==> src/rtl/hazard_scoreboard_pkg.sv <==
// Shared types for the hazard/forwarding scoreboard: writer slots, forwarding
// select encoding, multi-cycle FSM states and small match helpers.
package hazard_scoreboard_pkg;

    // Slot rd storage width; the top zero-extends REG_ADDR_W indices into it.
    localparam int SLOT_RD_W = 8;

    typedef struct packed {
        logic                 valid;
        logic [SLOT_RD_W-1:0] rd;
        logic                 is_load;
    } hz_slot_s;

    // Older stages only need the destination, not the load flag.
    typedef struct packed {
        logic                 valid;
        logic [SLOT_RD_W-1:0] rd;
    } hz_dst_s;

    typedef enum logic [1:0] {
        FWD_RF = 2'b00,
        FWD_XM = 2'b10,
        FWD_MW = 2'b01,
        FWD_WB = 2'b11
    } fwd_sel_e;

    typedef enum logic {
        MC_IDLE = 1'b0,
        MC_BUSY = 1'b1
    } mc_state_e;

    function automatic logic slot_match(input hz_dst_s s, input logic [SLOT_RD_W-1:0] rs);
        return s.valid && (s.rd == rs);
    endfunction

    // A writer currently in DX will sit in XM when the consumer is in DX, and so on.
    function automatic fwd_sel_e fwd_pick(input logic m_dx, input logic m_xm, input logic m_mw);
        if (m_dx)      return FWD_XM;
        else if (m_xm) return FWD_MW;
        else if (m_mw) return FWD_WB;
        return FWD_RF;
    endfunction

endpackage

==> src/rtl/hazard_scoreboard_mc_ctrl.sv <==
// Multi-cycle op sequencer: holds DX for MC_LAT-1 cycles after a multi-cycle
// op enters, abortable by flush.
module hazard_mc_ctrl
    import hazard_scoreboard_pkg::*;
#(
    parameter int MC_LAT = 4
) (
    input  logic clk,
    input  logic n_reset,
    input  logic flush,
    input  logic mc_start,
    output logic hold_dx,
    output logic mc_busy
);

    localparam int CNT_W = (MC_LAT > 2) ? $clog2(MC_LAT - 1) : 1;

    mc_state_e        state_reg, state_next;
    logic [CNT_W-1:0] cnt_reg, cnt_next;

    always_ff @(posedge clk or negedge n_reset) begin
        if (!n_reset) begin
            state_reg <= MC_IDLE;
            cnt_reg   <= '0;
        end else begin
            state_reg <= state_next;
            cnt_reg   <= cnt_next;
        end
    end

    always_comb begin
        state_next = state_reg;
        cnt_next   = cnt_reg;
        case (state_reg)
            MC_IDLE: begin
                if (mc_start && (MC_LAT > 1)) begin
                    state_next = MC_BUSY;
                    cnt_next   = CNT_W'(MC_LAT - 2);
                end
            end
            MC_BUSY: begin
                if (cnt_reg != '0) cnt_next = cnt_reg - CNT_W'(1);
                else               state_next = MC_IDLE;
            end
            default: state_next = MC_IDLE;
        endcase
        // Flush aborts the op even mid-count.
        if (flush) begin
            state_next = MC_IDLE;
            cnt_next   = '0;
        end
    end

    assign mc_busy = (state_reg == MC_BUSY);
    assign hold_dx = mc_busy && !flush;

endmodule

==> src/rtl/hazard_scoreboard.sv <==
// Hazard/forwarding unit: mirrors DX/XM/MW writers, registers DX operand
// forwarding selects, detects load-use and sequences multi-cycle ops.
module hazard_scoreboard
    import hazard_scoreboard_pkg::*;
#(
    parameter int REG_ADDR_W  = 5,
    parameter int MC_LAT      = 4,
    parameter int STALL_CNT_W = 16
) (
    input  logic                   clk,
    input  logic                   n_reset,
    input  logic                   flush,
    input  logic                   id_valid,
    input  logic [REG_ADDR_W-1:0]  id_rs_a,
    input  logic [REG_ADDR_W-1:0]  id_rs_b,
    input  logic                   id_uses_a,
    input  logic                   id_uses_b,
    input  logic [REG_ADDR_W-1:0]  id_rd,
    input  logic                   id_writes_rf,
    input  logic                   id_is_load,
    input  logic                   id_is_mc,
    output logic                   stall_id,
    output logic                   bubble_dx,
    output logic                   hold_dx,
    output logic [1:0]             fwd_a,
    output logic [1:0]             fwd_b,
    output logic                   mc_busy,
    output logic [STALL_CNT_W-1:0] stall_count
);

    hz_slot_s dx_reg;
    hz_dst_s  xm_reg, mw_reg, dx_dst;
    hz_slot_s id_slot;

    logic [1:0][REG_ADDR_W-1:0] rs_src;
    logic [1:0]                 use_src;
    logic [1:0]                 match_dx, match_xm, match_mw;
    logic [3:0]                 fwd_next, fwd_reg;
    logic                       load_use, mc_start;
    logic [STALL_CNT_W-1:0]     stall_cnt_reg;

    assign rs_src  = {id_rs_b, id_rs_a};
    assign use_src = {id_uses_b, id_uses_a};
    assign dx_dst  = '{valid: dx_reg.valid, rd: dx_reg.rd};

    assign id_slot.valid   = id_valid && id_writes_rf && (id_rd != '0);
    assign id_slot.rd      = SLOT_RD_W'(id_rd);
    assign id_slot.is_load = id_is_load;

    for (genvar gi = 0; gi < 2; gi++) begin : g_src
        logic                 live;
        logic [SLOT_RD_W-1:0] rs_ext;
        assign rs_ext       = SLOT_RD_W'(rs_src[gi]);
        assign live         = id_valid && use_src[gi] && (rs_src[gi] != '0);
        assign match_dx[gi] = live && slot_match(dx_dst, rs_ext);
        assign match_xm[gi] = live && slot_match(xm_reg, rs_ext);
        assign match_mw[gi] = live && slot_match(mw_reg, rs_ext);
        // Anything that does not admit a fresh instruction into DX selects RF.
        assign fwd_next[gi*2 +: 2] = (flush || stall_id) ? FWD_RF
                                   : fwd_pick(match_dx[gi], match_xm[gi], match_mw[gi]);
    end

    assign load_use  = (|match_dx) && dx_reg.is_load;
    assign stall_id  = !flush && (hold_dx || load_use);
    assign bubble_dx = flush || (load_use && !hold_dx);
    assign mc_start  = id_valid && id_is_mc && !stall_id && !flush;

    hazard_mc_ctrl #(.MC_LAT(MC_LAT)) u_mc_ctrl (
        .clk      (clk),
        .n_reset  (n_reset),
        .flush    (flush),
        .mc_start (mc_start),
        .hold_dx  (hold_dx),
        .mc_busy  (mc_busy)
    );

    always_ff @(posedge clk or negedge n_reset) begin
        if (!n_reset) begin
            dx_reg        <= '0;
            xm_reg        <= '0;
            mw_reg        <= '0;
            fwd_reg       <= '0;
            stall_cnt_reg <= '0;
        end else begin
            if (flush)         dx_reg <= '0;
            else if (hold_dx)  dx_reg <= dx_reg;
            else if (stall_id) dx_reg <= '0;
            else               dx_reg <= id_slot;
            // The DX occupant is wrong-path on flush and never reaches XM.
            xm_reg  <= (hold_dx || flush) ? '0 : dx_dst;
            mw_reg  <= xm_reg;
            fwd_reg <= fwd_next;
            if (stall_id && (stall_cnt_reg != '1))
                stall_cnt_reg <= stall_cnt_reg + STALL_CNT_W'(1);
        end
    end

    assign fwd_a       = fwd_reg[1:0];
    assign fwd_b       = fwd_reg[3:2];
    assign stall_count = stall_cnt_reg;

endmodule

==> config.mk <==
export PLATFORM = sky130hd
export DESIGN_NAME = hazard_scoreboard
export DESIGN_NICKNAME = d
export VERILOG_FILES = /design/src/rtl/hazard_scoreboard_pkg.sv /design/src/rtl/hazard_scoreboard_mc_ctrl.sv /design/src/rtl/hazard_scoreboard.sv
export SDC_FILE = /design/constraint.sdc
export NUM_CORES = 1
export LEC_CHECK = 0
export CAP_MARGIN = 20
export CELL_PAD_IN_SITES_DETAIL_PLACEMENT = 1
export CELL_PAD_IN_SITES_GLOBAL_PLACEMENT = 1
export CORE_ASPECT_RATIO = 1.1
export CORE_MARGIN = 10
export CORE_UTILIZATION = 40
export CTS_CLUSTER_DIAMETER = 120
export DETAILED_ROUTE_END_ITERATION = 8
export PLACE_DENSITY_LB_ADDON = 0.1
export SYNTH_ARGS = -nofsm -noshare
export SYNTH_HDL_FRONTEND = slang
export SYNTH_SLANG_ARGS = --single-unit
==> constraint.sdc <==
create_clock -name clk -period 6.5 [get_ports clk]
set_input_delay 1.3 -clock clk [delete_from_list [all_inputs] [get_ports clk]]
set_output_delay 1.3 -clock clk [all_outputs]
set_load 0.05 [all_outputs]
# After elaboration in Yosys (flattened, before gate mapping)
# Cells that the tools add are included.
# classes
add_sub_neg	2
n_eq_ne	10
n_mux	28
bitwise	1
reduce_logical	39
# op_table
operator	count
equality test 8 x 5 -> 1 bit	6
two-way mux 10 bit	3
logical AND 1 bit	26
two-way mux 2 bit	13
adder 16 x 1 -> 16 bit, second input constant	1
inequality test 16 bit, second input constant	1
nonzero test 5 bit	3
two-way mux 1 bit	9
two-way mux 9 bit	1
inequality test 3 bit, second input constant	2
logical OR 1 bit	4
case mux 2 bit (2 select lines)	1
logical NOT 1 bit	3
inequality test 2 bit, second input constant	1
case mux 1 bit (2 select lines)	1
AND reduction 2 bit	1
nonzero test 2 bit	1
OR reduction 2 bit	1
subtractor 2 x 1 -> 2 bit, second input constant	1
NOT 1 bit	1
# totals
register_bits	51
input_bits	24
out_inout_bits	24
word_cells	91

# Depth between registers and ports, before layout
# depth
depth_word	13
mapped_depth	7
ltp_nobuf	6

# By module
# From an unflattened synthesis, not the netlist that was laid out.
# unflattened
hier_cells	199
area_unflattened_um2	2210.9
# modules_own_cells
module	n_inst	cells_each	area_per_inst_um2	seq_area_each_um2
hazard_scoreboard	1	184	2034.5	975.9
hazard_mc_ctrl	1	15	176.4	75.1

# Worst setup path after synthesis
# No wires, ideal clock.
# synth_path
kind	input to output
from	input port id_rs_a[0]
to	output port stall_id
t_arrival_ns	3.269
t_required_ns	5.200
path_slack_ns	1.931
cell_stages	7
path_buffers	2
path_cell_list	clkbuf_2 > xnor2_1 > nand4_1 > o32ai_4 > buf_6 > nand2_1 > a21oi_1
# synth_via
elab_chain_cells	7
elab_cells_between_ends	9
cone_classes	1 x eq/ne; 8 x reduce/logical
# synth_rtl
element	line_no	rtl
start: declaration	hazard_scoreboard.sv:14	input logic [REG_ADDR_W-1:0] id_rs_a,
equality test 8 x 5 -> 1 bit or nonzero test 5 bit (tied branches)	hazard_scoreboard_pkg.sv:33, hazard_scoreboard.sv:54	
logical AND 1 bit (on tied branches)	hazard_scoreboard_pkg.sv:33, hazard_scoreboard.sv:54	
logical AND 1 bit (*)	hazard_scoreboard.sv:55	assign match_dx[gi] = live && slot_match(dx_dst, rs_ext);
OR reduction 2 bit (*)	hazard_scoreboard.sv:63	assign load_use = (|match_dx) && dx_reg.is_load;
logical AND 1 bit (*)	hazard_scoreboard.sv:63	
logical OR 1 bit (*)	hazard_scoreboard.sv:64	assign stall_id = !flush && (hold_dx || load_use);
logical AND 1 bit (*)	hazard_scoreboard.sv:64	
end: declaration	hazard_scoreboard.sv:22	output logic stall_id,
# Every way passes the cells marked *; elsewhere a longest branch is shown, timed or not.

# Final worst setup path
# layout_path
from	input port id_rs_a[4]
to	output port stall_id
# The elaborated chain is that of the path after synthesis.

==> flow_summary.json <==
{
  "worstMarginPinSlew_ns": 0.948,
  "cts.sinks": 42,
  "io_pins": 48,
  "synth-warning-count": 0,
  "drive_above_1_share_pct": 8.75,
  "max_clock_freq_mhz": 191,
  "p_comb_share_pct": 19.5,
  "max_stage_delay_ns": 0.82,
  "portBuffers": 47,
  "synth_area_mm2": 0.00234,
  "rsz0062_at_grt": "no",
  "drtIter0Drc": 58,
  "synthArstFlopShare_pct": 100,
  "grt_pass1_wl_um": 10400,
  "r2r-start": "u_mc_ctrl.mc_busy",
  "synthDistinctLibCells": 47,
  "drv_cap": 0,
  "ys.flop_type": "dfrtp_1",
  "cp_slowest_cell": "clkdlybuf4s50_1",
  "synth_edf_count": 0,
  "synth_nets": 242,
  "crit_path_end_kind": "primary output",
  "seq_area_frac_synth_pct": 44.9,
  "crit_family": "buffers and inverters",
  "clkTransAtPathRegs_ns": 0.08,
  "largest_register_ffs": 16,
  "critPathMostFrequentCell": "clkdlybuf4s50_1",
  "fp.dieW_um": 92.9,
  "cts_hold_buffers": 0,
  "core_mm2": 0.00573,
  "finalHoldViolCount": 0,
  "ant_nets": 0,
  "cts_buffers": 5,
  "dp_hpwl_um": 4670,
  "grt_pass1_vias": 2089,
  "p_sw_share_pct": 28.4,
  "cp.required_ns": 5.20,
  "ys_seq_elements": 42,
  "internal-power_uw": 451,
  "clock_latency_ns": 0.29,
  "avgSynthCellArea_um2": 10.8,
  "p_seq_share_pct": 46.7,
  "leakage_uw": 0.00120,
  "outcome": "finished, final reports clean",
  "path_buf_inv": 3,
  "hp-class": "reg -> reg",
  "period_needed_ns": 5.23,
  "skew_ns": 0.00702,
  "startpoint_type": "input pin",
  "p_per_area_mw_per_mm2": 211,
  "rows": 29,
  "grt_use_total_pct": 13.6,
  "die_h_um": 100,
  "reg2regPathDepth": 4,
  "final_common_cell": "clkdlybuf4s50_1",
  "dr.pass1.iters": 4,
  "startpoint": "id_rs_a[4]",
  "setup_viol": 0,
  "h-tree-depth": 2,
  "crit_fanout": 18,
  "avgRoutedWirePerCell_um": 18.0,
  "grt_max_degree": 43,
  "worst_r2r_endpoint": "stall_count[1]",
  "switching_power_uw": 179,
  "die_area_mm2": 0.00932,
  "antenna_found_initial": 0,
  "vias": 1842,
  "maxSlewViolCount": 0,
  "start_util_pct": 40.8,
  "nets": 289,
  "layout_common_cells": "clkdlybuf4s50_1 (46), dfrtp_1 (42), xnor2_1 (37), nand2_1 (9)",
  "ir_worst_vdd_mv": 0.178,
  "routed_wl_um": 6120,
  "gr-total-overflow": 0,
  "placed_cells": 333,
  "post-cts-setup-buffers": 0,
  "r2r_slack_ns": 4.32,
  "worstPathCellList": "clkdlybuf4s50_1 > xnor2_1 > nand4_1 > o32ai_4 > buf_4 > nand2_1 > a21oi_1 > clkdlybuf4s50_1",
  "crit_end": "stall_id",
  "clockBufferDepth": 2,
  "path_class": "in -> out",
  "drcViolationCount": 0,
  "cts-resized-gates": 0,
  "p_clk_share_pct": 33.8,
  "max_slew_margin_pct": 36.8,
  "final.period_utilization_pct": 80.4,
  "area_growth_pct": 27.3,
  "arrival_ns": 3.93,
  "synthCells": 216,
  "cts_tree": "built",
  "fin_setup_tns_ns": 0,
  "fillers": 666,
  "cts_root_buf": "clkbuf_8",
  "cp_num_cells": 8,
  "antenna_cells": 0,
  "final_cells": 340,
  "gp_congestion": 0.812,
  "routed_via_density": 5.42
}
-- cell type report --
class,instances,area [µm²],area share (%)
clock buffers,6,82.6,2.77
clock inverters,1,30.0,1.01
inverters,8,30.0,1.01
multi-input cells,157,1210,40.6
flip-flops and latches,42,1050,35.3
well taps,77,96.3,3.23
repair buffers,49,480,16.1
-- power groups by stage --
stage / registers (µW) / logic (µW) / clock network, µW
6_report: 294 / 123 / 213
5_1_grt: 297 / 132 / 233
4_1_cts: 295 / 125 / 219
3_5_place_dp: 300 / 124 / 0
3_3_place_gp: 300 / 123 / 0
2_1_floorplan: 319 / 51.4 / 0
-- synth_stat cells, types with 2 or more instances --
cell type,number,area [µm²]
dfrtp_1,42,1050
xnor2_1,37,324
nand2_1,9,33.8
inv_1,8,30.0
nand4_1,8,50.1
nor2_1,8,30.0
xor2_1,8,70.1
a22o_1,7,61.3
and2_1,7,43.8
nor3_1,7,35.0
a21oi_1,6,30.0
o211ai_2,6,75.1
o211ai_1,5,37.5
and3_1,4,25.0
clkbuf_1,4,15.0
nand3_1,4,20.0
o21ai_1,4,20.0
a2111oi_0,3,26.3
o31a_1,3,26.3
a211oi_1,2,15.0
and4_1,2,17.5
buf_6,2,22.5
ha_1,2,25.0
nand4b_1,2,17.5
nor2b_1,2,12.5
nor4_1,2,12.5
o21bai_1,2,15.0
-- worst min path at each step --
stage,from,endpoint,cells after the start
5_1_grt,xm_reg[8],mw_reg[8],0
3_5_place_dp,xm_reg[8],mw_reg[8],0
3_3_place_gp,xm_reg[8],mw_reg[8],0
2_1_floorplan,xm_reg[8],mw_reg[8],0
4_1_cts,xm_reg[8],mw_reg[8],0
6_report,xm_reg[8],mw_reg[8],0
-- cells by family after synthesis --
family	after synthesis	share of synthesized area, %
multiplexers	2	0.909
AND/OR/NAND/NOR	62	15.4
AO/OA/AOI/OAI	46	17.4
XOR/XNOR	45	16.8
adder cells (fa/ha/maj)	2	1.07
buffers and inverters	17	3.47
flip-flops	42	44.9
-- through the flow --
stage | hold WS, ns | power (µW) | area (µm²) | utilization [%] | setup WS, ns
global placement | 0.401 | 423 | 2870 | 50.0 | 1.29
global route | 0.448 | 663 | 2980 | 52.0 | 1.05
CTS | 0.417 | 639 | 2980 | 52.0 | 1.24
finish | 0.417 | 630 | 2980 | 52.0 | 1.27
detailed placement | 0.398 | 424 | 2870 | 50.0 | 1.25
floorplan | 0.374 | 371 | 2340 | - | 1.93
-- metal layers --
layer  track usage, %  part of all wire (%)
met5                0                     0
met1             15.2                    43
met3             4.55                   5.0
met2             23.9                    51
met4             3.68                   1.2
Power figures use the tool's default switching activity.
